--- config.mk ---
export PLATFORM = sky130hd
export DESIGN_NAME = dst_channel_fifo_flat
export DESIGN_NICKNAME = d
export VERILOG_FILES = /design/src/rtl/dst_channel_fifo_if.sv /design/src/rtl/dst_channel_fifo.sv /design/src/flat_wrapper.sv
export SDC_FILE = /design/constraint.sdc
export NUM_CORES = 1
export LEC_CHECK = 0
export BUFFER_PORTS_ARGS = -buffer_cell sky130_fd_sc_hd__clkbuf_2
export CAP_MARGIN = 30
export CORE_MARGIN = 1.5
export CORE_UTILIZATION = 34
export CTS_BUF_LIST = sky130_fd_sc_hd__clkbuf_4
export DETAILED_ROUTE_END_ITERATION = 12
export GPL_TIMING_DRIVEN = 0
export SETUP_SLACK_MARGIN = 0.2
export SKIP_CTS_REPAIR_TIMING = 1
export SLEW_MARGIN = 20
export SYNTH_ARGS = -nofsm -noshare
export SYNTH_HDL_FRONTEND = slang
export SYNTH_SLANG_ARGS = --single-unit
--- constraint.sdc ---
create_clock -name clk -period 5.2 [get_ports clk]
set_input_delay 0 -clock clk [delete_from_list [all_inputs] [get_ports clk]]
set_output_delay 0 -clock clk [all_outputs]
set_load 0.02 [all_outputs]
--- src/rtl/dst_channel_fifo_if.sv ---
// Valid/ready stream carrying one DATA_W beat per handshake.
// No storage; purely the wires between a producer and a consumer.
// Producer holds valid/data until ready is seen; consumer drives ready.
interface dst_channel_fifo_if #(
  parameter int DATA_W = 32
);
  logic              valid;
  logic [DATA_W-1:0] data;
  logic              ready;

  // Producer side: drives valid/data, observes ready.
  modport master (output valid, output data, input ready);
  // Consumer side: observes valid/data, drives ready.
  modport slave  (input valid, input data, output ready);
endinterface

--- src/rtl/dst_channel_fifo.sv ---
// First-word-fall-through output buffer between the arbiter and a stalling sink.
// Latency: a beat pushed on an edge is on out_data after that edge (1 cycle, no bypass).
// Backpressure: in_ready = not full, from registered level only; a full FIFO refuses a push even while popping.
module dst_channel_fifo #(
  parameter int DATA_W  = 32,
  parameter int DEPTH   = 4,
  parameter int STALL_W = 16
) (
  input  logic                   clk,
  input  logic                   reset_n,
  dst_channel_fifo_if.slave      in_s,
  dst_channel_fifo_if.master     out_s,
  output logic [$clog2(DEPTH):0] level,
  output logic [STALL_W-1:0]     stall_cnt
);

  localparam int PTR_W = $clog2(DEPTH);
  localparam logic [PTR_W:0] LVL_FULL = DEPTH[PTR_W:0];

  logic [DATA_W-1:0] mem [DEPTH];
  logic [PTR_W-1:0]  rd_ptr;
  logic [PTR_W-1:0]  wr_ptr;
  logic              push;
  logic              pop;

  // Ready/valid are pure functions of the level register, so the sink's ready
  // never reaches the arbiter combinationally.
  assign in_s.ready  = (level != LVL_FULL);
  assign out_s.valid = (level != '0);
  // Storage is not reset; mask the head so an empty FIFO presents zero.
  assign out_s.data  = out_s.valid ? mem[rd_ptr] : '0;

  assign push = in_s.valid & in_s.ready;
  assign pop  = out_s.valid & out_s.ready;

  // Write the incoming beat into the tail slot; storage needs no reset.
  always_ff @(posedge clk) begin
    if (push) begin
      mem[wr_ptr] <= in_s.data;
    end
  end

  // Pointers wrap naturally; level is tracked explicitly rather than derived from them.
  always_ff @(posedge clk or negedge reset_n) begin
    if (!reset_n) begin
      rd_ptr <= '0;
      wr_ptr <= '0;
      level  <= '0;
    end else begin
      if (push) begin
        wr_ptr <= wr_ptr + 1'b1;
      end
      if (pop) begin
        rd_ptr <= rd_ptr + 1'b1;
      end
      case ({push, pop})
        2'b10:   level <= level + 1'b1;
        2'b01:   level <= level - 1'b1;
        default: level <= level;
      endcase
    end
  end

  // Count cycles where the head is offered but the sink stalls; stick at all-ones.
  always_ff @(posedge clk or negedge reset_n) begin
    if (!reset_n) begin
      stall_cnt <= '0;
    end else if (out_s.valid && !out_s.ready && (stall_cnt != '1)) begin
      stall_cnt <= stall_cnt + 1'b1;
    end
  end

endmodule
--- src/flat_wrapper.sv ---
// flat-port wrapper written by rule: the top's interface ports become plain ports
module dst_channel_fifo_flat 
#(
  parameter int DATA_W  = 32,
  parameter int DEPTH   = 4,
  parameter int STALL_W = 16
)
  (clk, reset_n, level, stall_cnt, in_s_valid, in_s_data, in_s_ready, out_s_valid, out_s_data, out_s_ready);
  dst_channel_fifo_if #(.DATA_W(DATA_W)) in_s_i ();
  dst_channel_fifo_if #(.DATA_W(DATA_W)) out_s_i ();
  input  logic clk;
  input  logic reset_n;
  output logic [$clog2(DEPTH):0] level;
  output logic [STALL_W-1:0] stall_cnt;
  input wire logic [$bits(in_s_i.valid)-1:0] in_s_valid;
  input wire logic [$bits(in_s_i.data)-1:0] in_s_data;
  output wire logic [$bits(in_s_i.ready)-1:0] in_s_ready;
  output wire logic [$bits(out_s_i.valid)-1:0] out_s_valid;
  output wire logic [$bits(out_s_i.data)-1:0] out_s_data;
  input wire logic [$bits(out_s_i.ready)-1:0] out_s_ready;
  assign in_s_i.valid = in_s_valid;
  assign in_s_i.data = in_s_data;
  assign in_s_ready = in_s_i.ready;
  assign out_s_valid = out_s_i.valid;
  assign out_s_data = out_s_i.data;
  assign out_s_i.ready = out_s_ready;
  dst_channel_fifo #(.DATA_W(DATA_W), .DEPTH(DEPTH), .STALL_W(STALL_W)) u_core (.clk(clk), .reset_n(reset_n), .in_s(in_s_i), .out_s(out_s_i), .level(level), .stall_cnt(stall_cnt));
endmodule
* Word level (Yosys, flattened, before mapping)
Memories as Yosys holds them, arrays and structs flattened.
Index checks and enable logic that the tools add are counted.
W data, S select, Z words.
** Word-level totals
- Latch bits :: 0
- Output and inout port bits :: 53
- Memory bits (writable) :: 128
- Logic and storage cells :: 25
- Register bits :: 23
- Memories kept :: 1
- Input port bits :: 36
- Memory bits (read-only) :: 0
** Memory list
- u_core.mem :: depth 4, width 32, read ports 1, clocked after Yosys merged registers in 0, write ports 1, line dst_channel_fifo.sv:20 : logic [DATA_W-1:0] mem [DEPTH];
** Operators by class
- Reduce and logical (&&, ||, !) cells :: 5
- Divide/modulo/power cells :: 0
- $add $sub $neg :: 5
- Muxes and demuxes :: 4
- Shifts and indexed selects :: 0
- Bitwise logic cells :: 2
- Equal/unequal tests :: 4
- Multipliers :: 0
- Order comparisons :: 0
** Operator list (number)
- $mux W32 :: 1
- $add A16 B1 Y16 const B :: 1
- $ne A16 B16 Y1 const B :: 1
- $pmux W3 S2 :: 1
- $add A2 B1 Y2 const B :: 2
- $add A3 B1 Y3 const B :: 1
- $ne A3 B3 Y1 const B :: 1
- $reduce_bool A3 Y1 :: 1
- $sub A3 B1 Y3 const B :: 1
- $and A1 B1 Y1 :: 2
- $eq A2 B1 Y1 const B :: 1
- $eq A2 B2 Y1 const B :: 1
- $logic_and A1 B1 Y1 :: 2
- $mux W1 :: 2
- $reduce_bool A2 Y1 :: 1
- $logic_not A1 Y1 :: 1

* Depth between registers and ports, before layout
- Depth after elaboration :: 4
- Mapped depth :: 10
- Gate-level depth less buffers :: 10

* Least setup slack after synthesis
Ideal clock, no wire load.
- Kind :: flip-flop to flip-flop
- Start point :: reg u_core.level[0]
- End point :: reg u_core.level[2]
- Data required time :: 5.120 ns
- Cell stages (with the launch flop) :: 11
- Setup slack :: 2.984 ns
- Period minus slack after synthesis :: 2.216 ns
- Path buffers :: 0
- Arrival time :: 2.136 ns
- Setup time :: 0.080 ns
- Cells stage by stage :: dfrtp_1 inv_1 nand3_1 and2_1 inv_1 ha_1 inv_1 fa_1 xor2_1 nor2_1 xor2_1
** Between the ends
- Longest elaborated chain between the ends :: 4
- Elaborated cells between the ends (all ways) :: 10
- Classes of those cells :: add/sub: 2; eq/ne: 3; mux: 1; bitwise: 2; reduce/logical: 2
** Ends and longest elaborated chain
- start, declared :: line dst_channel_fifo.sv:13 : output logic [$clog2(DEPTH):0] level,
- start signal, assigned :: line dst_channel_fifo.sv:57 : 2'b10: level <= level + 1'b1;
- start signal, assigned :: line dst_channel_fifo.sv:58 : 2'b01: level <= level - 1'b1;
- start signal, assigned :: line dst_channel_fifo.sv:59 : default: level <= level;
- $ne A3 B3 Y1 (*) :: line dst_channel_fifo.sv:28 : assign in_s.ready = (level != LVL_FULL);
- net in_s_ready :: line flat_wrapper.sv:17 : output wire logic [$bits(in_s_i.ready)-1:0] in_s_ready;
- $and A1 B1 Y1 (*) :: line dst_channel_fifo.sv:33 : assign push = in_s.valid & in_s.ready;
- $eq A2 B1 Y1 / $eq A2 B2 Y1 (equally long branches) :: line dst_channel_fifo.sv:56 : case ({push, pop})
- $pmux W3 S2 / $reduce_bool A2 Y1 (equally long branches)
Mark *: on every way through the listed nets, which the timed path passes. The rest lies on a longest branch.
A chain may end at the register's enable or synchronous reset.

* Worst setup path after layout
- Start point :: reg u_core.level[0]
- End point :: reg u_core.level[1]
** Between the ends
- Longest elaborated chain between the ends :: 4
- Elaborated cells between the ends (all ways) :: 10
- Classes of those cells :: add/sub: 2; eq/ne: 3; mux: 1; bitwise: 2; reduce/logical: 2
** Ends and longest elaborated chain
- $reduce_bool A3 Y1 (*) :: line dst_channel_fifo.sv:29 : assign out_s.valid = (level != '0);
- $and A1 B1 Y1 (*) :: line dst_channel_fifo.sv:34 : assign pop = out_s.valid & out_s.ready;
- net u_core.pop :: line dst_channel_fifo.sv:24 : logic pop;
- $eq A2 B1 Y1 / $eq A2 B2 Y1 (equally long branches) :: line dst_channel_fifo.sv:56
- $pmux W3 S2 / $reduce_bool A2 Y1 (equally long branches)
Marks and branches as above.

==> metrics.txt <==
crit-path leading delay family=simple AND/OR/NAND/NOR gates; Post-Syn Area=5990 um2; Net Count, Synth=about 360; CTS clk-pin slew, worst paths=between 100 and 150 ps; RSZ-0062 raised after global routing=false; FMAX=0.405 GHz; H-tree Lvls=4; DP HPWL=7.42 mm; WS Path Type=register to register; Hold Crit Class=primary input to register; critical path, cell by cell=nor3_1, inv_1, and2_1, ha_1, inv_1, fa_1, o21ai_0; vias post-DR=3269; WL per Instance=16.5 um; Core Area=17200 um2; Post-Syn Area per Cell=19.2 um2; antenna violations before repair=0; Critical path buffers and inverters=2; Tmin final=2470 ps; Die Y=136 um; FF-to-FF End=u_core.level[1]; yosys synthesis warning count=0; Slew HR=52.6%; die area=18400 um2; switching component of the power=0.00140 W; Int Pwr=0.00264 W; status=finished clean; Tot Pwr=0.00404 W; share of layout cells above drive strength 1=35.7%; final setup TNS=0 ps; clock root buffer master=clkbuf_4; placed insts=629; pwr/cell area=540 nW/um2; Final setup viols=0; IO buf count=88; final hold vios=0; TritonRoute pass-1 iters=4; DR vias/cell=4.68; first-pass GRT wire length=17.7 mm; CP max FO=7; Syn-to-layout area delta=25.1%; 1st-iter DRT viols=143; Hold Slack=between 200 and 250 ps; worst slew pin tran=711 ps; post-route DRC violation count=0; Nets=504; crit-path max cell delay=480 ps; Synth Instances=about 310; Net Sw Frac=34.7%; # clock sinks=151; post-synthesis cell type count=27; GRT Overall Usage=13.4%; antenna cells=0; sequential share of the synthesized area=73.8%; Starting Density=34.7%; RePlAce Congestion=approximately 0.7; WL final=~12 mm; CTS max path bufs=2; static leakage=2.73 nW; commonest non-fill, non-tap cell in the layout=edfxtp_1; Clock Power Share=19.0%; Post-DRT Antenna Nets=0; hold path startpoint=in_s_data[30]; Yosys reg bits=151; Crit path top cell by count=inv_1; Hold Path End=u_core.mem[3][30]; Die X=about 140 um; largest net degree at the start of global routing=24; sequential power share=41.4%; VDD IR max=0.000256 V; Crit Reg-Reg Startpoint=u_core.level[0]; commonest non-fill, non-tap cells in the layout=edfxtp_1 (128), clkbuf_2 (89), dlygate4sd3_1 (36); reg2reg setup slack=roughly 2700 ps; vias in the first global route=~3200; combinational share of power=around two fifths; r2r worst-path depth=7; slowest stage cell, crit path=nor3_1; required time worst endpoint=5650 ps; Worst Skew=12.6 ps; crit path DAT=2920 ps; cell area after layout=7490 um2; Crit path depth=7; Clock Latency Late Sink=530 ps; CTS buffer count=17; row count=48; Hold Path Depth=2; TritonCTS clock tree=done; Critical Path Sink Type=register; GRT overflow=0; crit share post-route=47.5%; Post-DP Area=6800 um2; maxcap violations=0; IO Pins=89; Slew Limit Fails=0; Finished Layout Cells=about 700; startpoint types=register
how the worst max path moves through the flow:
| stage | from | endpoint | slack, ps |
|---|---|---|---|
| 6_report | u_core.level[0] | u_core.level[1] | 2730 |
| 5_1_grt | u_core.rd_ptr[1] | out_s_data[30] | 2530 |
| 4_1_cts | u_core.rd_ptr[1] | out_s_data[29] | 2620 |
| 3_5_place_dp | u_core.level[0] | u_core.level[1] | 2710 |
| 3_3_place_gp | u_core.level[0] | u_core.mem[0][16] | 2600 |
| 2_1_floorplan | u_core.level[0] | u_core.level[2] | 2980 |
through the flow:
stage | util (%) | setup slack, ps
after floorplan | - | 2980
after global placement | 38.9 | 2600
after detailed placement | 39.4 | 2710
after CTS | 41.2 | 2620
after global routing | 43.5 | 2530
final | 43.5 | 2730
metal layers:
| metal | vias up | global-route usage [%] | wire length [um] |
|---|---|---|---|
| met3 | 12 | 3.93 | 490 |
| met2 | 78 | 22.1 | 5770 |
| met5 | - | 0 | 0 |
| li1 | 1517 | - | - |
| met4 | 0 | 5.97 | 186 |
| met1 | 1662 | 16.2 | 5070 |
cell usage after synthesis:
master,count,area share (%)
nand3b_1,2,0.25
dfrtp_1,23,9.6
and3_1,5,0.52
buf_2,5,0.42
and2_4,1,0.15
nand2_1,7,0.44
fa_1,1,0.33
inv_1,8,0.50
or4_4,1,0.19
clkbuf_1,7,0.44
mux4_2,32,12
and2_1,34,3.6
o211ai_1,1,0.13
o21ai_0,1,0.083
o21a_1,1,0.13
nand3_1,9,0.75
mux2_2,1,0.19
nand4b_1,1,0.15
nor3_1,3,0.25
xnor2_1,16,2.3
nor4_1,2,0.21
mux2_4,1,0.25
nand4_1,8,0.84
xor2_1,4,0.58
nor2_1,4,0.25
ha_1,6,1.3
edfxtp_1,128,64
layout make-up:
class | count | area [um2]
clock buffer | 17 | 128
sequential | 151 | 4420
multi-input combinational | 141 | 1490
timing repair buffer | 130 | 906
fill | 1553 | 9740
tap | 225 | 282
buffer | 12 | 51.3
clock inverter | 15 | 185
inverter | 8 | 30.0
flip-flops by register name, indices dropped and copies added, names as in the netlist:
| register | flops |
|---|---|
| u_core.level | 3 |
| u_core.mem | 128 |
| u_core.rd_ptr | 2 |
| u_core.stall_cnt | 16 |
| u_core.wr_ptr | 2 |
cells by family after synthesis:
logic type	share of synthesized area, %
flops	73.8
compound gates	0.334
xor+xnor	2.92
buf+inv	1.36
fa+ha+maj	1.59
mux	12.5
simple gates	7.54
power groups by stage:
stage / Clock [W] / Combinational, W / Sequential [W]
detailed placement: 0 / 0.00162 / 0.00171
floorplan: 0 / 0.00104 / 0.00173
global placement: 0 / 0.00157 / 0.00170
global route: 0.000845 / 0.00175 / 0.00170
finish: 0.000770 / 0.00160 / 0.00167
CTS: 0.000799 / 0.00163 / 0.00168
Note: power is estimated with default switching activity, not from simulation.
